`config.mk`:
```
export PLATFORM = sky130hd
export DESIGN_NAME = fifo_burst_reader
export DESIGN_NICKNAME = d
export VERILOG_FILES = /design/src/rtl/fifo_burst_reader.sv
export SDC_FILE = /design/constraint.sdc
export NUM_CORES = 1
export LEC_CHECK = 0
export BUFFER_PORTS_ARGS = -buffer_cell sky130_fd_sc_hd__buf_2
export CAP_MARGIN = 20
export CORE_MARGIN = 1
export CORE_UTILIZATION = 56
export DETAILED_ROUTE_END_ITERATION = 8
export PLACE_DENSITY_LB_ADDON = 0.3
export SLEW_MARGIN = 5
export SYNTH_ARGS = -nofsm -noshare
export SYNTH_HDL_FRONTEND = slang
export SYNTH_SLANG_ARGS = --single-unit
```
`constraint.sdc`:
```
create_clock -name clk -period 3.1 [get_ports clk]
set_input_delay 0.155 -clock clk [delete_from_list [all_inputs] [get_ports clk]]
set_output_delay 0.155 -clock clk [all_outputs]
set_load 0.01 [all_outputs]
```
`src/rtl/fifo_burst_reader.sv`:
```
// fifo_burst_reader: drains a FIFO (empty/readEn/readData) and re-emits the
// words on a valid/ready stream, grouped into bursts marked with outLast.
// A burst closes after BurstLen beats, or early once the FIFO has stayed
// empty for TimeoutCycles while a word is held.
//
// Ports:
//   clk       - rising-edge clock
//   rst       - synchronous reset, active-high
//   empty     - FIFO empty flag
//   readData  - FIFO head word, valid while empty=0
//   readEn    - FIFO pop (combinational)
//   outValid  - output word valid (registered)
//   outData   - output word (registered)
//   outLast   - last beat of a burst, qualified by outValid (registered)
//   outReady  - downstream accepts when outValid & outReady
module fifo_burst_reader #(
  parameter int unsigned DataWidth     = 32,
  parameter int unsigned BurstLen      = 4,
  parameter int unsigned TimeoutCycles = 16
) (
  input  logic                 clk,
  input  logic                 rst,
  input  logic                 empty,
  input  logic [DataWidth-1:0] readData,
  output logic                 readEn,
  output logic                 outValid,
  output logic [DataWidth-1:0] outData,
  output logic                 outLast,
  input  logic                 outReady
);

  localparam int unsigned BeatW = (BurstLen > 1) ? $clog2(BurstLen) : 1;
  localparam int unsigned IdleW = $clog2(TimeoutCycles + 1);
  localparam logic [BeatW-1:0] BeatFinal = BeatW'(BurstLen - 1);
  localparam logic [IdleW-1:0] IdleMax   = IdleW'(TimeoutCycles);

  typedef enum logic {
    IDLE = 1'b0,
    HOLD = 1'b1
  } state_t;

  state_t               state, state_nxt;
  logic [DataWidth-1:0] hold_data, hold_data_nxt;
  logic [DataWidth-1:0] out_data_nxt;
  logic                 out_valid_nxt, out_last_nxt;
  logic [BeatW-1:0]     beat_cnt, beat_cnt_nxt;
  logic [IdleW-1:0]     idle_cnt, idle_cnt_nxt;
  logic                 out_free, final_beat, advance, pop, close_burst;

  // Next-state and datapath decisions
  always_comb begin
    state_nxt     = state;
    hold_data_nxt = hold_data;
    out_data_nxt  = outData;
    out_valid_nxt = outValid;
    out_last_nxt  = outLast;
    beat_cnt_nxt  = beat_cnt;
    idle_cnt_nxt  = idle_cnt;

    out_free    = !outValid || outReady;
    final_beat  = (beat_cnt == BeatFinal);
    // Hand the held word on when it is final, has a successor, or has timed out
    advance     = (state == HOLD) && out_free &&
                  (final_beat || !empty || (idle_cnt == IdleMax));
    pop         = !rst && !empty && ((state == IDLE) || advance);
    // An advance while empty can only be a timeout, so it ends the burst
    close_burst = final_beat || empty;

    if (outValid && outReady) begin
      out_valid_nxt = 1'b0;
    end

    case (state)
      IDLE: begin
        if (pop) begin
          hold_data_nxt = readData;
          idle_cnt_nxt  = '0;
          state_nxt     = HOLD;
        end
      end
      HOLD: begin
        if (advance) begin
          out_data_nxt  = hold_data;
          out_valid_nxt = 1'b1;
          out_last_nxt  = close_burst;
          beat_cnt_nxt  = close_burst ? '0 : beat_cnt + BeatW'(1);
          if (pop) begin
            hold_data_nxt = readData;
            idle_cnt_nxt  = '0;
          end else begin
            state_nxt = IDLE;
          end
        end else if (empty) begin
          if (idle_cnt != IdleMax) begin
            idle_cnt_nxt = idle_cnt + IdleW'(1);
          end
        end else begin
          idle_cnt_nxt = '0;
        end
      end
      default: state_nxt = IDLE;
    endcase
  end

  assign readEn = pop;

  // State and output registers
  always_ff @(posedge clk) begin
    if (rst) begin
      state     <= IDLE;
      hold_data <= '0;
      outData   <= '0;
      outValid  <= 1'b0;
      outLast   <= 1'b0;
      beat_cnt  <= '0;
      idle_cnt  <= '0;
    end else begin
      state     <= state_nxt;
      hold_data <= hold_data_nxt;
      outData   <= out_data_nxt;
      outValid  <= out_valid_nxt;
      outLast   <= out_last_nxt;
      beat_cnt  <= beat_cnt_nxt;
      idle_cnt  <= idle_cnt_nxt;
    end
  end

endmodule

```
# --- Yosys cells after proc, flatten, opt, wreduce, memory -nomap -nowiden ---
# Index checks and enable logic that the tools add are counted.
word_totals:
  register_bits: 74
  in_bits: 36
  output_inout_bits: 35
  elab_cells: 44
op_classes:
  addsub: 2
  eq_ne: 5
  mux: 15
  bitwise: 1
  reduce_logical: 14
op_table:
  columns: ["op", "count"]
  rows:
  - ["2-to-1 mux 32 bit", 2]
  - ["one-hot mux 32 bit (2 select lines)", 1]
  - ["2-to-1 mux 5 bit", 4]
  - ["one-hot mux 5 bit (2 select lines)", 1]
  - ["adder 5 x 1 -> 5 bit, second input constant", 1]
  - ["== test 5 bit, second input constant", 1]
  - ["logical AND 1 bit", 5]
  - ["logical OR 1 bit", 5]
  - ["2-to-1 mux 1 bit", 5]
  - ["!= test 5 bit, second input constant", 1]
  - ["!= test 4 x 2 -> 1 bit, second input constant", 1]
  - ["logical NOT 1 bit", 3]
  - ["adder 2 x 1 -> 2 bit, second input constant", 1]
  - ["== test 2 bit, second input constant", 1]
  - ["2-to-1 mux 2 bit", 1]
  - ["!= test 2 x 1 -> 1 bit, second input constant", 1]
  - ["one-hot mux 1 bit (2 select lines)", 1]
  - ["AND reduction 2 bit", 1]
  - ["NOT 1 bit", 1]

# --- Longest topological paths before layout ---
depth:
  depth_word: 9
  mapped_depth: 9
  ltp_nobuf: 6

# --- Worst setup path before layout ---
# Ideal clock, no wire load.
synth_timing:
  path_type: "register to register"
  startpoint: "register beat_cnt[0]"
  endpoint: "register beat_cnt[0]"
  setup_time_ns: 0.128
  arrival_time_ns: 1.476
  required_ns: 2.972
  path_slack_ns: 1.497
  path_stages_with_launch: 8
  path_buffers: 2
  synth_period_minus_slack_ns: 1.603
  cell_sequence: "dfxtp_1 > ha_1 > and2b_4 > a211o_2 > buf_2 > buf_6 > a21oi_2 > nor2_1"
synth_via:
  elab_chain_cells: 5
  elab_cells_between_ends: 8
  classes_between: "add/sub: 1; eq/ne: 1; mux: 1; reduce/logical: 5"
synth_lines:
  columns: ["item", "line", "rtl"]
  rows:
  - ["start: declaration", "46", "logic [BeatW-1:0] beat_cnt, beat_cnt_nxt;"]
  - ["start signal: assignment", "123", "beat_cnt <= beat_cnt_nxt;"]
  - ["== test 2 bit", "61", "final_beat = (beat_cnt == BeatFinal);"]
  - ["logical OR 1 bit (2 in a row)", "64", "(final_beat || !empty || (idle_cnt == IdleMax));"]
  - ["logical AND 1 bit", "63", "advance = (state == HOLD) && out_free &&"]
  - ["AND reduction 2 bit (no source line)", null, null]
# Several ways; a longest one is shown, not always the timed one.
# A chain may end at the register's enable or synchronous reset.

# --- Final worst setup path ---
layout_timing:
  startpoint: "register outValid"
  endpoint: "output readEn"
layout_via:
  elab_chain_cells: 6
layout_lines:
  columns: ["item", "line", "rtl"]
  rows:
  - ["start: declaration", "26", "output logic outValid,"]
  - ["start signal: assignment", "121", "outValid <= out_valid_nxt;"]
  - ["logical NOT 1 bit", "60", "out_free = !outValid || outReady;"]
  - ["logical OR 1 bit", "60", null]
  - ["logical AND 1 bit (2 in a row)", "63", null]
  - ["logical OR 1 bit", "65", "pop = !rst && !empty && ((state == IDLE) || advance);"]
  - ["logical AND 1 bit", "65", null]
  - ["end: declaration", "25", "output logic readEn,"]
# Every way passes these cells.

==> summary.txt <==
Yosys
  • Gate Count Post-Synth: 338
  • Flip-flop cell with the highest count after synthesis: sky130_fd_sc_hd__dfxtp_1
  • Post-synth top area cell: sky130_fd_sc_hd__dfxtp_1
  • Synth top cells by count: 96 x sky130_fd_sc_hd__nand2_1, 74 x sky130_fd_sc_hd__dfxtp_1, 35 x sky130_fd_sc_hd__a21oi_1, 33 x sky130_fd_sc_hd__nand2b_1, 33 x sky130_fd_sc_hd__o21ai_0
  • Post-synth design cell area: 2820 µm²
  • Net count of the mapped netlist: 377
  • Share of synthesized registers carrying an async set or reset: 0%
  • Fraction of the yosys area taken by sequential cells: 52.5%
  • Leading cell type by number of instances after synthesis: sky130_fd_sc_hd__nand2_1
  • Number of enable-type register cells in the synthesized netlist: 0
  • Count of yosys warnings during synthesis: 0
  • Post-synthesis register bit count: 74
  • Number of library cell types mapped by synthesis: 39
  • Fraction of synthesized cell area taken by the top area cell type: 52.5%
  • Syn Area/Cell: 8.35 µm²
  • Synth area leaders: sky130_fd_sc_hd__dfxtp_1 52%, sky130_fd_sc_hd__nand2_1 13%, sky130_fd_sc_hd__nand2b_1 7.3%

Timing
  • Setup Skew: 0.00933 ns
  • Hold violation total from the final report: 0
  • Setup TNS: 0 ns
  • Actual slew at the worst max-slew pin: 0.926 ns
  • Final number of max-transition violations: 0
  • Timing-limited maximum frequency: 0.457 GHz
  • Minimum hold slack: 0.0135 ns
  • Setup slack after layout: 0.910 ns
  • Final Cycle Share: 70.6%
  • Unrepaired setup endpoints after global routing: no
  • Final Critical Period: 2.19 ns
  • Number of setup violations in the final report: 0
  • Normalized max-slew margin: 38.1%

Floorplanning
  • Initial Util: 59.0%
  • Top-level I/O count: 71
  • Die area: 5330 µm²
  • Standard cell core area: 4790 µm²
  • Overall die height: 73.0 µm
  • Number of standard-cell rows in the floorplan: 25
  • Die span in x: 73.0 µm

Power
  • Leakage Power: 1.37 nW
  • Worst vdd rail ir drop: 0.000281 V
  • P per Cell Area: 539 nW/µm²
  • Total power consumption of the routed design: 0.00181 W

Route
  • Final wirelength: 5.58 mm
  • Wire length per cell after detailed routing: 11.9 µm
  • Number of DRC violations after detailed-routing iteration 0: 144
  • ANT nets after route: 0
  • Total number of vias: 2374
  • Total iterations of the first detailed-routing run: 4
  • DRC: 0
  • Per-cell via count in the routed design: 5.05

CTS
  • # hold bufs at CTS: 1
  • Setup fix buffers added after clock tree synthesis: 0
  • Worst-case clock buffer depth: 2
  • Clock-pin slew of the registers on the worst-case setup and hold paths: 0.08 ns
  • H-tree Lvls: 3
  • Post-cts sizing count: 0
  • Clock latency on the worst-skew pair: 0.34 ns
  • Clock buffers created by TritonCTS: 9
  • Cell at the root of the clock tree: sky130_fd_sc_hd__clkbuf_8
  • Clock tree from TritonCTS: yes
  • Sink count of the clock tree: 74

Critical path
  • Startpoint class of the critical path: flop
  • CP Max Fanout: 28
  • Worst endpoint required time: 2.94 ns
  • Arr. time, crit path: 2.03 ns
  • Reg2Reg Depth: 4
  • R2r endpoint: hold_data[3]
  • Critical Path End: readEn
  • Launching element of the worst setup path: outValid
  • Endpoint kind of the worst setup timing path: output pin
  • Worst reg2reg path startpoint: outValid
  • Worst reg-to-reg setup slack: 0.93 ns
  • Critical setup path kind: reg2out

Placed design
  • HPWL after detailed placement: 3.67 mm
  • Worst-case setup slack after placement: 0.900 ns
  • Count of placed standard cells including taps: 454
  • Placer congestion estimate: 0.821
  • Input/output buffers: 70

Global route
  • Number of antenna violations at the first check in global routing: 0
  • Overflow left after global routing: 0
  • Number of global-route vias before repair: 2054
  • Total global-route track usage: 21.8%
  • Largest net degree at the start of global routing: 73
  • Global-route wire length before repair: 8.83 mm

Finish
  • Share of layout cells above drive strength 1: 23.3%
  • Ant diodes: 0
  • Relative area change from synthesis to final layout: 18.9%
  • Number of nets in the layout: 438
  • Finished Layout Cells: 470

Flow run
  • Max-cap viol count: 0

Run status
  • Status: finished clean

Hold path
  • Path category of the worst min-delay check: in2reg
[metal layers]
layer | up-vias | wire length [µm] | track usage, % | part of all wire (%)
met5 | - | 0 | 0 | 0
met4 | 0 | 66 | 11.1 | 1.2
met3 | 6 | 205 | 4.83 | 3.7
met2 | 45 | 2660 | 36.1 | 48
met1 | 1095 | 2640 | 26.6 | 47
li1 | 1228 | - | - | -
[cells by family (layout without fill, tap and decap cells)]
kind of cell,Yosys count,in the layout,synth area share (%)
buffers and inverters,28,93,4.61
and+or+nand+nor,150,150,24.5
muxes,1,1,0.354
DFF,74,74,52.5
adders and majority gates,3,3,1.33
AOI/OAI and AO/OA,80,80,16.2
xor gates and xnor gates,2,2,0.620
[through the flow]
step | util (%) | cell area [µm²]
2_1_floorplan | - | 2820
3_5_place_dp | 66.4 | 3180
5_1_grt | 70.2 | 3360
6_report | 70.2 | 3360
4_1_cts | 70.2 | 3360
3_3_place_gp | 66.4 | 3180
[state kept, by name, indices dropped and copies added, names as in the netlist]
register and flops:
beat_cnt 2, outLast 1, outData 32, hold_data 32
state 1, idle_cnt 5, outValid 1
[worst min path at each step]
| stage | from | end | slack (ns) | cells past startpoint |
|---|---|---|---|---|
| global route | readData[10] | hold_data[10] | 0.02 | 3 |
| global placement | readData[4] | hold_data[4] | 0.35 | 3 |
| detailed placement | readData[23] | hold_data[23] | 0.36 | 3 |
| CTS | readData[4] | hold_data[4] | 0.0003 | 3 |
| floorplan | empty | state | 0.25 | 1 |
| finish | readData[1] | hold_data[1] | 0.01 | 3 |
[area by class of cell]
| cell class | count | area (µm²) |
|---|---|---|
| fill | 431 | 1430 |
| multi-input combinational | 236 | 1220 |
| tap | 67 | 83.8 |
| inverter | 4 | 15.0 |
| clock buffer | 12 | 155 |
| sequential | 74 | 1480 |
| clock inverter | 3 | 15.0 |
| timing repair buffer | 74 | 383 |
[where the power goes]
group          switching (W)  total (W)  leakage [nW]  internal [W]
Combinational      0.0000852   0.000148         0.678     0.0000624
Clock               0.000321   0.000647        0.0920      0.000326
Sequential         0.0000228    0.00102         0.605      0.000994
Total               0.000429    0.00181          1.37       0.00138
[critical path: stages, from the launching register on]
cell and delay (ns):
sky130_fd_sc_hd__dfxtp_1 0.31, sky130_fd_sc_hd__nor2b_1 0.27, sky130_fd_sc_hd__a211oi_4 0.85, sky130_fd_sc_hd__buf_2 0.27
[cells in the final DEF (no fill, tap or decap), types with 2 or more instances in the layout]
master,instances
sky130_fd_sc_hd__nand2_1,96
sky130_fd_sc_hd__dfxtp_1,74
sky130_fd_sc_hd__buf_2,70
sky130_fd_sc_hd__a21oi_1,35
sky130_fd_sc_hd__nand2b_1,33
sky130_fd_sc_hd__o21ai_0,33
sky130_fd_sc_hd__clkbuf_8,11
sky130_fd_sc_hd__nor2_1,8
sky130_fd_sc_hd__inv_1,4
sky130_fd_sc_hd__ha_1,3
sky130_fd_sc_hd__clkinv_2,3
sky130_fd_sc_hd__buf_4,3
sky130_fd_sc_hd__a211oi_4,2
sky130_fd_sc_hd__nor4_1,2
Note: power is estimated with default switching activity, not from simulation.
